$ cat src/rtl/md_arbiter.sv
// md_arbiter: two-requester round-robin front end for a shared
// multi-cycle mult/div engine, with div-by-zero bypass and watchdog.
module md_arbiter #(
    parameter int TIMEOUT = 31
) (
    input  logic        clk,
    input  logic        reset,
    input  logic        ireq_valid0,
    input  logic        ireq_valid1,
    input  logic [1:0]  ireq_op0,
    input  logic [1:0]  ireq_op1,
    input  logic [31:0] ireq_a0,
    input  logic [31:0] ireq_b0,
    input  logic [31:0] ireq_a1,
    input  logic [31:0] ireq_b1,
    output logic        oreq_ready0,
    output logic        oreq_ready1,
    output logic        ores_valid0,
    output logic        ores_valid1,
    input  logic        ires_ready0,
    input  logic        ires_ready1,
    output logic [31:0] ores_hi,
    output logic [31:0] ores_lo,
    output logic        ores_err,
    output logic        omd_start,
    output logic [1:0]  omd_op,
    output logic [31:0] omd_a,
    output logic [31:0] omd_b,
    input  logic        imd_done,
    input  logic [31:0] imd_hi,
    input  logic [31:0] imd_lo
);

    typedef enum logic [1:0] {IDLE, ISSUE, WAIT, RESP} state_t;

    state_t      state, state_nx;
    logic        owner, last, err;
    logic [1:0]  op;
    logic [31:0] a, b, hi, lo;
    logic [7:0]  wdog;

    logic        grant0, grant1, accept, sel, div0;
    logic        res_ready, expired;
    logic [1:0]  sel_op;
    logic [31:0] sel_a, sel_b;

    // On a tie the requester that was not served last wins.
    assign grant0 = ireq_valid0 & (~ireq_valid1 | last);
    assign grant1 = ireq_valid1 & (~ireq_valid0 | ~last);

    assign oreq_ready0 = (state == IDLE) & grant0;
    assign oreq_ready1 = (state == IDLE) & grant1;
    assign accept      = oreq_ready0 | oreq_ready1;
    assign sel         = oreq_ready1;

    assign sel_op = sel ? ireq_op1 : ireq_op0;
    assign sel_a  = sel ? ireq_a1  : ireq_a0;
    assign sel_b  = sel ? ireq_b1  : ireq_b0;
    assign div0   = sel_op[1] & (sel_b == 32'd0);

    assign res_ready = owner ? ires_ready1 : ires_ready0;
    assign expired   = (wdog == 8'(TIMEOUT - 1));

    always_comb begin
        state_nx = state;
        unique case (state)
            IDLE:  if (accept) state_nx = div0 ? RESP : ISSUE;
            ISSUE: state_nx = WAIT;
            WAIT:  if (imd_done || expired) state_nx = RESP;
            RESP:  if (res_ready) state_nx = IDLE;
        endcase
    end

    always_ff @(posedge clk or negedge reset) begin
        if (!reset) state <= IDLE;
        else        state <= state_nx;
    end

    always_ff @(posedge clk or negedge reset) begin
        if (!reset) begin
            owner <= 1'b0;
            last  <= 1'b1;
            op    <= 2'd0;
            a     <= 32'd0;
            b     <= 32'd0;
            hi    <= 32'd0;
            lo    <= 32'd0;
            err   <= 1'b0;
            wdog  <= 8'd0;
        end else begin
            unique case (state)
                IDLE: begin
                    if (accept) begin
                        owner <= sel;
                        op    <= sel_op;
                        a     <= sel_a;
                        b     <= sel_b;
                        if (div0) begin
                            hi  <= sel_a;
                            lo  <= 32'hFFFF_FFFF;
                            err <= 1'b0;
                        end
                    end
                end
                ISSUE: wdog <= 8'd0;
                WAIT: begin
                    // Done takes priority over a same-cycle expiry.
                    if (imd_done) begin
                        hi  <= imd_hi;
                        lo  <= imd_lo;
                        err <= 1'b0;
                    end else if (expired) begin
                        hi  <= 32'd0;
                        lo  <= 32'd0;
                        err <= 1'b1;
                    end else begin
                        wdog <= wdog + 8'd1;
                    end
                end
                RESP: if (res_ready) last <= owner;
            endcase
        end
    end

    assign omd_start   = (state == ISSUE);
    assign omd_op      = op;
    assign omd_a       = a;
    assign omd_b       = b;
    assign ores_valid0 = (state == RESP) & ~owner;
    assign ores_valid1 = (state == RESP) & owner;
    assign ores_hi     = hi;
    assign ores_lo     = lo;
    assign ores_err    = err;

endmodule
$ cat config.mk
export PLATFORM = sky130hd
export DESIGN_NAME = md_arbiter
export DESIGN_NICKNAME = d
export VERILOG_FILES = /design/src/rtl/md_arbiter.sv
export SDC_FILE = /design/constraint.sdc
export NUM_CORES = 1
export LEC_CHECK = 0
export CAP_MARGIN = 20
export CORE_AREA = 2 2 133 135
export CTS_CLUSTER_DIAMETER = 100
export DETAILED_ROUTE_END_ITERATION = 10
export DIE_AREA = 0 0 135 137
export PLACE_DENSITY_LB_ADDON = 0.15
export SLEW_MARGIN = 10
export SYNTH_ARGS = -nofsm -noshare
export SYNTH_HDL_FRONTEND = slang
export SYNTH_SLANG_ARGS = --single-unit
export TNS_END_PERCENT = 5
$ cat constraint.sdc
create_clock -name clk -period 5.35 [get_ports clk]
set_input_delay 1.605 -clock clk [delete_from_list [all_inputs] [get_ports clk]]
set_output_delay 1.605 -clock clk [all_outputs]
set_load 0.005 [all_outputs]
== Yosys cells after proc, flatten, opt, wreduce, memory -nomap -nowiden ==
Cells that the tools add are included.

* Bits in registers: 143
* Input port bits: 203
* Output and inout port bits: 136

* Add/sub/neg operators: 1
* Equal/unequal tests: 11
* Multiplexer cells: 26
* Bitwise gates (word level): 14
* Reductions and logical operators: 10

{| class="wikitable"
|+ Operators by type and width
! kind !! count
|-
| 2-to-1 mux 32 bit || 9
|-
| one-hot mux 32 bit (2 select lines) || 2
|-
| logical NOT 32 bit || 1
|-
| 2-to-1 mux 8 bit || 2
|-
| one-hot mux 8 bit (2 select lines) || 1
|-
| != test 2 bit (second input constant) || 6
|-
| 2-to-1 mux 2 bit || 5
|-
| adder 8 x 1 -> 8 bit (second input constant) || 1
|-
| == test 8 x 5 -> 1 bit (second input constant) || 1
|-
| one-hot mux 2 bit (4 select lines) || 1
|-
| bitwise AND 1 bit || 7
|-
| AND reduction 3 bit || 2
|-
| 2-to-1 mux 1 bit || 5
|-
| == test 2 bit (second input constant) || 2
|-
| inverter 1 bit || 4
|-
| AND reduction 2 bit || 2
|-
| AND reduction 4 bit || 1
|-
| nonzero test 2 bit || 2
|-
| != test 3 bit (second input constant) || 1
|-
| bitwise OR 1 bit || 3
|-
| == test 2 x 1 -> 1 bit (second input constant) || 1
|-
| logical NOT 2 bit || 1
|-
| one-hot mux 1 bit (2 select lines) || 1
|-
| logical OR 1 bit || 1
|}

== Depth between registers and ports, before layout ==
* Depth after elaboration: 10
* Depth in mapped cells: 12
* Gate-level depth less buffers: 9

== Least setup slack after synthesis ==
Ideal clock, no wire load.

* Kind: input to output
* Start: input ireq_valid1
* End: output oreq_ready1
* Arrival time: 2212 ps
* Required time: 3745 ps
* Setup slack: 1533 ps
* Cell stages on the path: 4
* Cells stage by stage: a21bo_1 or2_1 buf_2 inv_1

* Cells in the longest elaborated chain, start to end: 2

{| class="wikitable"
|+ RTL lines
! element !! line !! text
|-
| start, declared || 9 || <nowiki>input logic ireq_valid1,</nowiki>
|-
| bitwise AND 1 bit || 49 || <nowiki>assign grant1 = ireq_valid1 & (~ireq_valid0 | ~last);</nowiki>
|-
| bitwise AND 1 bit || 52 || <nowiki>assign oreq_ready1 = (state == IDLE) & grant1;</nowiki>
|-
| end, declared || 17 || <nowiki>output logic oreq_ready1,</nowiki>
|}

No other way between the ends.

== Final worst setup path ==
Ends and elaborated chain as after synthesis.

==> impl_metrics.toml <==
[floorplanning]
dieArea_um2 = 18500
core_um2 = 17100
initial_core_util_pct = 40.5
die_x_um = 135
io_pins = 339
die_y_um = 137
placementRows = 48

[detailed_routing]
vias = 6098
drt-pass1-iter-count = 5
wl_um = 22000
drc = 0
via_per_inst = 4.93
wl_per_cell_um = 17.8
first_iter_violations = 252
final_antenna_net_count = 0

[clocking]
cts.sinks = 143
clock_latency_ns = 0.42
postCtsResizedCells = 0
root_buffer = "clkbuf_16"
hold_buffers = 0
path_clk_slew_ns = 0.05
numCtsBuffers = 17
post-cts-setup-buffer-count = 0
cts.htree.levels = 4
clock_path_buffers = 2
cts_tree = "built"

[synthesis]
synthFlopType = "dfrtp_1"
syn-cell-area_um2 = 6910
synth-seq-cells = 143
yosysWarnings = 0
async_reset_ff_share_pct = 100
syn_avg_cell_area_um2 = 10.2
synth_nets = 887
seq_area_frac_synth_pct = 51.8
synth_cell_type_count = 36
synth_edf_count = 0
synth_cells = 678

[layout]
final_common_cell = "clkdlybuf4s50_1"
nets = 1208
drive_gt1_share_pct = 5.83
antenna_cells = 0
fill_cells = 1391
final_cell_mix = "clkdlybuf4s50_1 (337), nand2_1 (173), dfrtp_1 (142), o21ai_0 (103), mux2i_1 (68)"
multiInputGateArea_um2 = 3100
seqCellArea_um2 = 3580
syn_to_final_growth_pct = 60.7

[power_and_ir_drop]
p_leak_nw = 4.90
power_mw = 5.76
pwr_density_cell_nw_per_um2 = 519
max-vdd-ir-drop_uv = 254

[timing]
relSlewSlack_pct = 38.8
fmax_ghz = 0.206
maxSlewViolCount = 0
rsz0062_at_grt = "false"
tightest_slew_ns = 0.919
period_share_pct = 90.7
fin_crit_ns = 4.85
skew_ns = 0.00695
fin_tns_setup_ns = 0
hold_violations = 0
setup_violations = 0

[setup_path]
critPathKind = "input pin to output port"
cp-end-kind = "output port"
critPathLaunchType = "input pin"
crit_required_ns = 3.74
arrival_ns = 3.25
crit_fanout = 3

[global_route]
overflow = 0
antenna_found_initial = 0
gr-usage-all-layers_pct = 23.4
grt_pass1_wl_um = 33000
grt_start_max_net_pins = 99
grt_pass1_vias = 5933

[place]
place_congestion = 0.796
dp_hpwl_um = 16200
io_buffers = 338

[status]
outcome = "finished clean"

[min_path]
worst_hold_path_type = "flop to flop"

[run]
cap_violations = 0
Yosys cell counts (2+ instances only):
master	count	area [um^2]
nand2_1	173	649
nor4b_1	3	26.3
mux2i_1	68	681
inv_1	9	33.8
nor3_1	4	20.0
buf_1	4	15.0
nand4_1	5	31.3
buf_2	5	25.0
buf_6	6	67.6
nor2b_1	2	12.5
clkbuf_1	30	113
and3_1	4	25.0
mux2_1	50	563
a22o_1	2	17.5
xor2_1	5	43.8
dfrtp_1	142	3550
o21ai_0	103	515
ha_1	6	75.1
nor2_1	9	33.8
a21oi_1	5	25.0
nor4_1	11	68.8
nand3_1	3	15.0
mux2_2	15	169
and2_1	2	12.5
metal layers:
metal / wire length (um) / vias up / global-route usage [%]
met5: 0 / - / 0
met2: 10500 / 243 / 37.8
met4: 427 / 0 / 7.64
met1: 9020 / 2846 / 29.1
li1: - / 2983 / -
met3: 2110 / 26 / 9.04
registers in the layout (all words and copies together), names as in the netlist, 2 cells and up:
| signal | cells |
|---|---|
| omd_a | 32 |
| omd_b | 32 |
| omd_op | 2 |
| ores_hi | 32 |
| ores_lo | 32 |
| state | 2 |
| wdog | 8 |
power by group:
group	internal, mW	switching (mW)
logic	1.47	1.20
clock network	0.826	0.451
registers	1.57	0.247
total	3.87	1.90
final timing paths:
check                                       from                 endpoint  slack, ns  cells after the start
max                                  ireq_valid1              oreq_ready1       0.50                      5
min                        omd_a[22]$_DFFE_PN0P_    omd_a[22]$_DFFE_PN0P_       0.48                      2
max reg2reg                 state[1]$_DFFE_PN0P_  ores_hi[28]$_DFFE_PN0P_       2.12                     10
min reg2reg                omd_a[22]$_DFFE_PN0P_    omd_a[22]$_DFFE_PN0P_       0.48                      2
max in group asynchronous                  reset         last$_DFFE_PN1P_       3.11                      2
min in group asynchronous                  reset  ores_lo[13]$_DFFE_PN0P_       1.28                      1
logic make-up after synthesis:
logic type	share of synthesized area (%)
AOI/OAI and AO/OA	9.18
xor gates and xnor gates	0.634
adders and majority gates	1.09
buffers and inverters	3.68
DFF	51.8
muxes	20.4
and+or+nand+nor	13.1
area by class of cell:
cell class	count	share of cell area, %
multi-input combinational	481	27.9
clock buffer	21	3.97
clock inverter	11	1.70
sequential	143	32.3
tap	225	2.54
timing repair buffer	347	31.3
inverter	9	0.304
critical path, stage by stage:
cell and delay (ns):
clkdlybuf4s50_1 0.53, a21bo_1 0.24, or2_4 0.24, inv_1 0.11, clkdlybuf4s50_1 0.51
through the flow:
stage	hold WS, ns	instance area [um^2]	utilization [%]	cells	setup WS [ns]
2_1_floorplan	0.473	6910	-	678	1.53
3_3_place_gp	0.460	10500	61.4	1205	0.516
3_5_place_dp	0.469	10500	61.4	1205	0.488
4_1_cts	0.482	11100	65.1	1237	0.492
5_1_grt	0.498	11100	65.1	1237	0.448
6_report	0.475	11100	65.1	1237	0.499
(Power assumes the default switching activity.)
